File: src/rtl/branch_resolve.sv
// branch_resolve: EX-stage branch/JAL resolution for the non-forwarding RV32I
// pipeline. Operands are compared as two 16-bit halves, the taken decision and
// pc+imm target are registered, and a taken resolve raises a FLUSH_CYCLES-wide
// wrong-path flush toward IF/ID while ready_o holds EX off.
// Optional feature macro: BRANCH_STATS_EN (adds br_cnt_o / taken_cnt_o).

// Unsigned 16-bit magnitude compare used for each operand half.
module compare_16bit (
    input  logic [15:0] a,
    input  logic [15:0] b,
    output logic        eq,
    output logic        gt
);
    assign eq = (a == b);
    assign gt = (a > b);
endmodule

module branch_resolve #(
    parameter int FLUSH_CYCLES = 2,
    parameter int CNT_W        = 16
) (
    input  logic             clk_i,
    input  logic             rst_i,
    input  logic             valid_i,
    output logic             ready_o,
    input  logic             br_en_i,
    input  logic             jmp_i,
    input  logic [2:0]       br_type_i,
    input  logic [31:0]      rs1_i,
    input  logic [31:0]      rs2_i,
    input  logic [31:0]      pc_i,
    input  logic [31:0]      imm_i,
    output logic             resolved_o,
    output logic             taken_o,
    output logic             redirect_o,
    output logic [31:0]      target_o,
    output logic             flush_o
`ifdef BRANCH_STATS_EN
    ,
    output logic [CNT_W-1:0] br_cnt_o,
    output logic [CNT_W-1:0] taken_cnt_o
`endif
);

    typedef enum logic {IDLE, FLUSH} state_t;

    state_t      state, state_nxt;
    logic [2:0]  cnt, cnt_nxt;

    logic        signed_cmp;
    logic        eq_lo, gt_lo, eq_hi, gt_hi;
    logic        eq, gt, lt;
    logic        br_taken;
    logic        accept, resolve, taken, take_redirect;
    logic [31:0] target_nxt;

    // Parameter legality is checked at elaboration so a bad override fails early.
    if (FLUSH_CYCLES < 1 || FLUSH_CYCLES > 7) begin : g_flush_cycles_check
        $error("FLUSH_CYCLES must be in 1..7");
    end
    if (CNT_W < 1) begin : g_cnt_w_check
        $error("CNT_W must be at least 1");
    end

    // Target wraps modulo 2^32; bit 0 is cleared as for JAL/branch targets.
    function automatic logic [31:0] calc_target(input logic [31:0] pc, input logic [31:0] imm);
        logic signed [31:0] sum;
        sum    = $signed(pc) + $signed(imm);
        sum[0] = 1'b0;
        return sum;
    endfunction

    // Signed compares (BLT/BGE, funct3 10x) flip the sign bit so an unsigned
    // compare of the upper half orders two's-complement values correctly.
    assign signed_cmp = (br_type_i[2:1] == 2'b10);

    compare_16bit u_cmp_lo (
        .a  (rs1_i[15:0]),
        .b  (rs2_i[15:0]),
        .eq (eq_lo),
        .gt (gt_lo)
    );

    compare_16bit u_cmp_hi (
        .a  ({rs1_i[31] ^ signed_cmp, rs1_i[30:16]}),
        .b  ({rs2_i[31] ^ signed_cmp, rs2_i[30:16]}),
        .eq (eq_hi),
        .gt (gt_hi)
    );

    assign eq = eq_hi & eq_lo;
    assign gt = gt_hi | (eq_hi & gt_lo);
    assign lt = ~eq & ~gt;

    // Taken decision per funct3; reserved encodings 010/011 never branch.
    always_comb begin
        br_taken = 1'b0;
        case (br_type_i)
            3'b000:  br_taken = eq;
            3'b001:  br_taken = ~eq;
            3'b100,
            3'b110:  br_taken = lt;
            3'b101,
            3'b111:  br_taken = ~lt;
            default: br_taken = 1'b0;
        endcase
    end

    assign ready_o       = (state == IDLE);
    assign accept        = valid_i & ready_o;
    assign resolve       = accept & (br_en_i | jmp_i);
    assign taken         = jmp_i | (br_en_i & br_taken);
    assign take_redirect = resolve & taken;
    assign target_nxt    = calc_target(pc_i, imm_i);

    // FSM state and flush countdown register.
    always_ff @(posedge clk_i) begin
        if (rst_i) begin
            state <= IDLE;
            cnt   <= 3'd0;
        end else begin
            state <= state_nxt;
            cnt   <= cnt_nxt;
        end
    end

    // Next-state: a taken resolve enters FLUSH; FLUSH counts down to IDLE.
    always_comb begin
        state_nxt = state;
        cnt_nxt   = cnt;
        case (state)
            IDLE: begin
                if (take_redirect) begin
                    state_nxt = FLUSH;
                    cnt_nxt   = 3'(FLUSH_CYCLES - 1);
                end
            end
            FLUSH: begin
                if (cnt == 3'd0) begin
                    state_nxt = IDLE;
                end else begin
                    cnt_nxt = cnt - 3'd1;
                end
            end
            default: begin
                state_nxt = IDLE;
                cnt_nxt   = 3'd0;
            end
        endcase
    end

    // Registered results: pulses for one cycle, taken/target held until the next update.
    always_ff @(posedge clk_i) begin
        if (rst_i) begin
            resolved_o <= 1'b0;
            taken_o    <= 1'b0;
            redirect_o <= 1'b0;
            target_o   <= 32'd0;
            flush_o    <= 1'b0;
        end else begin
            resolved_o <= resolve;
            redirect_o <= take_redirect;
            flush_o    <= take_redirect | ((state == FLUSH) && (cnt != 3'd0));
            if (resolve) begin
                taken_o <= taken;
            end
            if (take_redirect) begin
                target_o <= target_nxt;
            end
        end
    end

`ifdef BRANCH_STATS_EN
    // Statistics: accepted conditional branches (JAL excluded) and the taken subset.
    always_ff @(posedge clk_i) begin
        if (rst_i) begin
            br_cnt_o    <= '0;
            taken_cnt_o <= '0;
        end else if (resolve && !jmp_i) begin
            br_cnt_o <= br_cnt_o + 1'b1;
            if (br_taken) begin
                taken_cnt_o <= taken_cnt_o + 1'b1;
            end
        end
    end
`else
    // Statistics counters are not built in this configuration.
`endif

endmodule

File: config.mk
export PLATFORM = sky130hd
export DESIGN_NAME = branch_resolve
export DESIGN_NICKNAME = d
export VERILOG_FILES = /design/src/rtl/branch_resolve.sv
export SDC_FILE = /design/constraint.sdc
export NUM_CORES = 1
export LEC_CHECK = 0
export ABC_AREA = 1
export BUFFER_PORTS_ARGS = -buffer_cell sky130_fd_sc_hd__buf_2
export CORE_MARGIN = 5
export CORE_UTILIZATION = 45
export CTS_CLUSTER_SIZE = 24
export DETAILED_ROUTE_END_ITERATION = 16
export GPL_ROUTABILITY_DRIVEN = 0
export PLACE_DENSITY = 0.8
export SLEW_MARGIN = 15
export SYNTH_ARGS = -nofsm -noshare
export SYNTH_HDL_FRONTEND = slang
export SYNTH_SLANG_ARGS = --single-unit
File: constraint.sdc
create_clock -name clk_i -period 2 [get_ports clk_i]
set_input_delay 0.2 -clock clk_i [delete_from_list [all_inputs] [get_ports clk_i]]
set_output_delay 0.2 -clock clk_i [all_outputs]
set_load 0.005 [all_outputs]
-- Word level (Yosys, flattened, before mapping)
Cells that the tools add are included.
- word-level logic and storage cells: 52
- memories: 0
- register bits after elaboration: 39
- bits in latches: 0
- memory bits (read-only): 0
- bits in writable memories: 0
- input port bits: 136
- output and inout bits: 37
- equal/unequal tests: 10
- multipliers: 0
- mux-type cells: 7
- bitwise logic cells: 17
- add/sub/neg operators: 2
- order comparisons: 2
- shift operators: 0
- reductions and logical operators: 7
- div/mod/pow operators: 0
- operators with widths (cell ; count):
    $add 32x32->32 ; 1
    $eq 16x16->1 ; 2
    $gt 16x16->1 ; 2
    $eq 3x3->1 const B ; 4
    $and 1x1->1 ; 7
    $logic_not 3->1 ; 2
    $mux 3 ; 2
    $pmux 3 s2 ; 1
    $not 1->1 ; 4
    $or 1x1->1 ; 4
    $pmux 1 s4 ; 1
    $reduce_or 2->1 ; 2
    $eq 3x1->1 const B ; 1
    $reduce_bool 3->1 ; 1
    $sub 3x1->3 const B ; 1
    $eq 2x2->1 const B ; 1
    $mux 1 ; 2
    $ne 2x1->1 const B ; 1
    $ne 2x2->1 const B ; 1
    $pmux 1 s2 ; 1
    $reduce_and 2->1 ; 1
    $xor 1x1->1 ; 2
    $logic_and 1x1->1 ; 1

-- Longest topological paths before layout
- depth in word-level cells: 14
- gate-level depth with buffers: 19
- depth with buffers taken out: 19

-- Cells and area by module
A second synthesis with hierarchy kept.
- cell total of the unflattened synthesis: 858
- area total of the unflattened synthesis: 4855.9 um2
- modules (own cells, without submodules) (module ; instances ; area each (um2) ; cells an instance ; seq. area each (um2)):
    branch_resolve ; 1 ; 3975.1 ; 716 ; 780.7
    compare_16bit ; 2 ; 440.4 ; 71 ; 0.0

-- Worst setup path before layout
Ideal clock, no wire load.
- kind: input to register
- from: input port rs2_i[23]
- to: register target_o[1]
- setup slack: 120 ps
- stages: 14
- arrival time: 1767 ps
- setup time: 113 ps
- data required time: 1887 ps
- buffers on the path: 1
- cells stage by stage: inv_1 ha_1 nand2_1 nor2_2 nand2_2 nor2_4 nand3_1 xor2_1 a21oi_4 a21oi_4 buf_6 nand2_1 nand2_1 nor2_1
- word-level cells in the longest chain between the ends: 10
- elaborated cells on any way between the ends: 13
- classes of those cells: order compare (1); eq/ne (1); mux (1); bitwise (10)
- RTL lines (what ; RTL line ; text):
    start, declared ; 30 ; input logic [31:0] rs2_i,
    branches (longest 6 deep; another with $gt 16x16->1) ; n/a ;
    $pmux 1 s4 * ; 98 ; case (br_type_i)
    $and 1x1->1 * ; 112 ; assign taken = jmp_i | (br_en_i & br_taken);
    $or 1x1->1 * ; 112 ;
    $and 1x1->1 * ; 113 ; assign take_redirect = resolve & taken;
    end signal, assigned ; 168 ; target_o <= target_nxt;
    end, declared ; 36 ; output logic [31:0] target_o,
Every way passes the cells marked *.
A chain may end at the register's enable or synchronous reset.

-- Worst setup path after layout
- from: input port pc_i[9]
- to: register target_o[30]
- word-level cells in the longest chain between the ends: 1
- RTL lines (what ; RTL line ; text):
    start, declared ; 31 ; input logic [31:0] pc_i,
    $add 32x32->32 ; 68 ; sum = $signed(pc) + $signed(imm);
Every way passes these cells.

==> key figures <==
STA
  • Post-Route Skew: 0.00740 ns
  • Setup violators final: 0
  • Hold Vio Cnt, Final: 0
  • Max Fclk: between 0.5 and 0.6 GHz
  • RSZ-0062 raised after global routing: yes
  • Final slew viol count: 0
  • Worst Tran Pin Value: 0.637 ns
  • Hold Slack: 0.223 ns
  • Rel. slew slack: a little under three fifths
  • Final worst-path cycle share: 94.1%
  • Min Clock Period, post-route: 1.88 ns

Cells and area
  • Share of cells above drive strength 1: 29.5%
  • Layout Nets: 1070
  • Multi-input logic area: 0.00307 sq mm
  • FF/Latch Area: around 780 sq um
  • Area grow syn2layout: 35.4%
  • Ant. Diodes: 0
  • Filler cells: 886

Die
  • Ports: ~170
  • Num rows: 35
  • Core area: 0.00920 sq mm
  • Die area: 0.0114 sq mm
  • Starting Density: a little under half
  • Die Height: 107 um
  • Die X: 107 um

GRT
  • First-pass GRT wire length: 19300 um
  • Global-route usage over all layers: about a fifth
  • GRT overflow: 0
  • Initial antenna violation count: 0
  • Vias in the first global route: ~4600
  • Pin count of the biggest net entering global routing: 35

Clock tree
  • Hold Buf Count CTS: 0
  • Clk sinks: 39
  • Clock root buffer: clkbuf_8
  • Total CTS buffers: 5
  • Clock slew at reported path FFs: 0.08 ns
  • CTS tree: done
  • CTS H-tree depth: 2
  • Clk_lat worst skew: slightly below 0.3 ns
  • Clk buf depth: 2

Setup path
  • CP Launch Type: primary input
  • WP data required: 2.19 ns
  • Worst Setup Path Type: primary input to register
  • Data arrival, critical path: 2.07 ns
  • Crit end category: register
  • Worst-path maximum fanout: 4

Logic synthesis
  • Mean Syn Cell Area: ~6.4 sq um
  • Number of synthesized register bits: 39
  • Seq/Total Area, Yosys: 18.5%
  • Synthesized area: 0.00422 sq mm
  • Mapped Cells: 655
  • Mapped Nets: 855
  • Synth warn: 0
  • Synth unique cells: 37

Pwr
  • Net Sw Power: a little under 1 mW
  • Worst IR Drop VDD: 0.000221 V
  • Reg power frac: 32.6%
  • Power Internal: 1.69 mW
  • Gate power share: 48.2%
  • Sw Ratio: 37.1%
  • P_leak: 3.17 nW
  • Pwr dens: about 470 mW/mm^2
  • Clk pwr share: 19.1%
  • Overall power consumption: 2.68 mW

Routing
  • DRT Pass-1 Iters: 5
  • Routed via count: 4839
  • Initial DRC Count: 234
  • ANT nets after route: 0
  • Drt wl/cell: 12.2 um
  • Drt total wl: 12000 um
  • Drt via density: 4.93
  • Drt drc: 0

Run status
  • Run status: finished clean

Placed design
  • HPWL Detailed: 10300 um
  • IO Port Bufs: 171

Flow run
  • Max cap viols: 0

Min path
  • HP Class: primary input to register
[final timing paths]
kind | end | cells after the start | slack, ns | startpoint
min reg2reg | taken_o$_SDFFE_PP0P_ | 2 | 0.48 | taken_o$_SDFFE_PP0P_
max reg2reg | target_o[27]$_SDFFE_PP0P_ | 7 | 0.38 | state$_SDFF_PP0_
max | target_o[30]$_SDFFE_PP0P_ | 14 | 0.12 | pc_i[9]
min | target_o[15]$_SDFFE_PP0P_ | 2 | 0.22 | rst_i
[state kept, by name, summed over array words and instances (netlist names)]
signal      cells
target_o       31
resolved_o      1
cnt             3
redirect_o      1
state           1
taken_o         1
flush_o         1
[power groups by stage]
stage / clock, mW / combinational [mW] / sequential, mW
3_3_place_gp: 0 / 1.22 / 0.892
4_1_cts: 0.529 / 1.24 / 0.875
6_report: 0.512 / 1.29 / 0.874
2_1_floorplan: 0 / 0.744 / 0.894
3_5_place_dp: 0 / 1.23 / 0.893
5_1_grt: 0.556 / 1.46 / 0.882
[timing repair]
item | CTS | global route
endpoints found under the setup margin | 0 | 14
gates resized for setup | 0 | 11
setup buffers | 0 | 1
[area by class of cell]
class / count / share of cell area (%)
flip-flops and latches: 39 / 13.7
repair buffers: 218 / 22.8
clock inverters: 2 / 0.219
inverters: 90 / 5.91
clock buffers: 6 / 1.27
well taps: 111 / 2.43
multi-input cells: 516 / 53.7
[placed cells by master (no fill, tap or decap), types with 3 or more instances in the layout]
| cell | instances |
|---|---|
| xor2_1 | 22 |
| nand3_2 | 3 |
| o21a_1 | 3 |
| buf_2 | 171 |
| nand2_1 | 127 |
| clkbuf_8 | 5 |
| nor2_1 | 105 |
| dfxtp_1 | 39 |
| o21bai_1 | 4 |
| a21oi_2 | 5 |
| ha_1 | 62 |
| buf_12 | 3 |
| inv_1 | 89 |
| a21o_1 | 5 |
| nor2_2 | 6 |
| o21ai_1 | 27 |
| a21oi_1 | 56 |
| buf_4 | 39 |
| nand3_1 | 19 |
| o21ai_0 | 27 |
| nor3_1 | 7 |
| nand2_2 | 9 |
| nand4_1 | 6 |
| xnor2_1 | 7 |
| clkbuf_16 | 3 |
[critical path, cell delays in order]
cell	delay, ns
buf_2	0.11
ha_1	0.32
buf_4	0.16
nand2_1	0.10
o21ai_0	0.13
a21oi_1	0.20
inv_1	0.08
a21oi_1	0.14
nand2_1	0.13
nand2_1	0.08
nand2_1	0.08
xor2_1	0.15
nor2_1	0.13
nor2_1	0.06
[layer usage]
metal	vias up	share of wire [%]	track usage, %
li1	2560	-	-
met1	2095	42	23.3
met2	167	50	37.8
met3	17	6.3	2.53
met4	0	2.0	6.12
met5	-	0	0
[synthesized netlist by cell type, drive strengths merged]
cell / n / area [sq um]
nand2: 137 / 542
dfxtp: 39 / 781
a31oi: 1 / 6.26
conb: 1 / 3.75
nor4: 1 / 6.26
a21boi: 3 / 22.5
o21a: 3 / 22.5
nand3: 23 / 138
a21o: 5 / 37.5
fa: 1 / 20.0
clkbuf: 2 / 7.51
xnor2: 7 / 61.3
nor2: 113 / 449
nor3: 7 / 35.0
o21ai: 55 / 279
buf: 8 / 67.6
nand4: 6 / 37.5
inv: 90 / 338
o221ai: 1 / 8.76
o21bai: 4 / 30.0
a21oi: 63 / 349
ha: 63 / 788
xor2: 22 / 193
[kinds of logic after synthesis]
logic type | Yosys count | synth area share, %
and+or+nand+nor | 287 | 28.6
AOI/OAI and AO/OA | 135 | 17.9
buffers and inverters | 100 | 9.78
adders and majority gates | 64 | 19.1
DFF | 39 | 18.5
xor gates and xnor gates | 29 | 6.01
other | 1 | 0.0888
[stage by stage]
stage               instances  area, sq um  TNS, ns  util [%]  setup WS (ns)
floorplan                 655         4220        0         -          0.120
global placement          969         5480    -2.66      59.6         -0.120
detailed placement        969         5480    -4.27      59.6         -0.165
CTS                       977         5570        0      60.5          0.136
global route              982         5720   -0.143      62.2        -0.0229
finish                    982         5720        0      62.2          0.118
No activity file was read; power rests on OpenSTA's default activity.
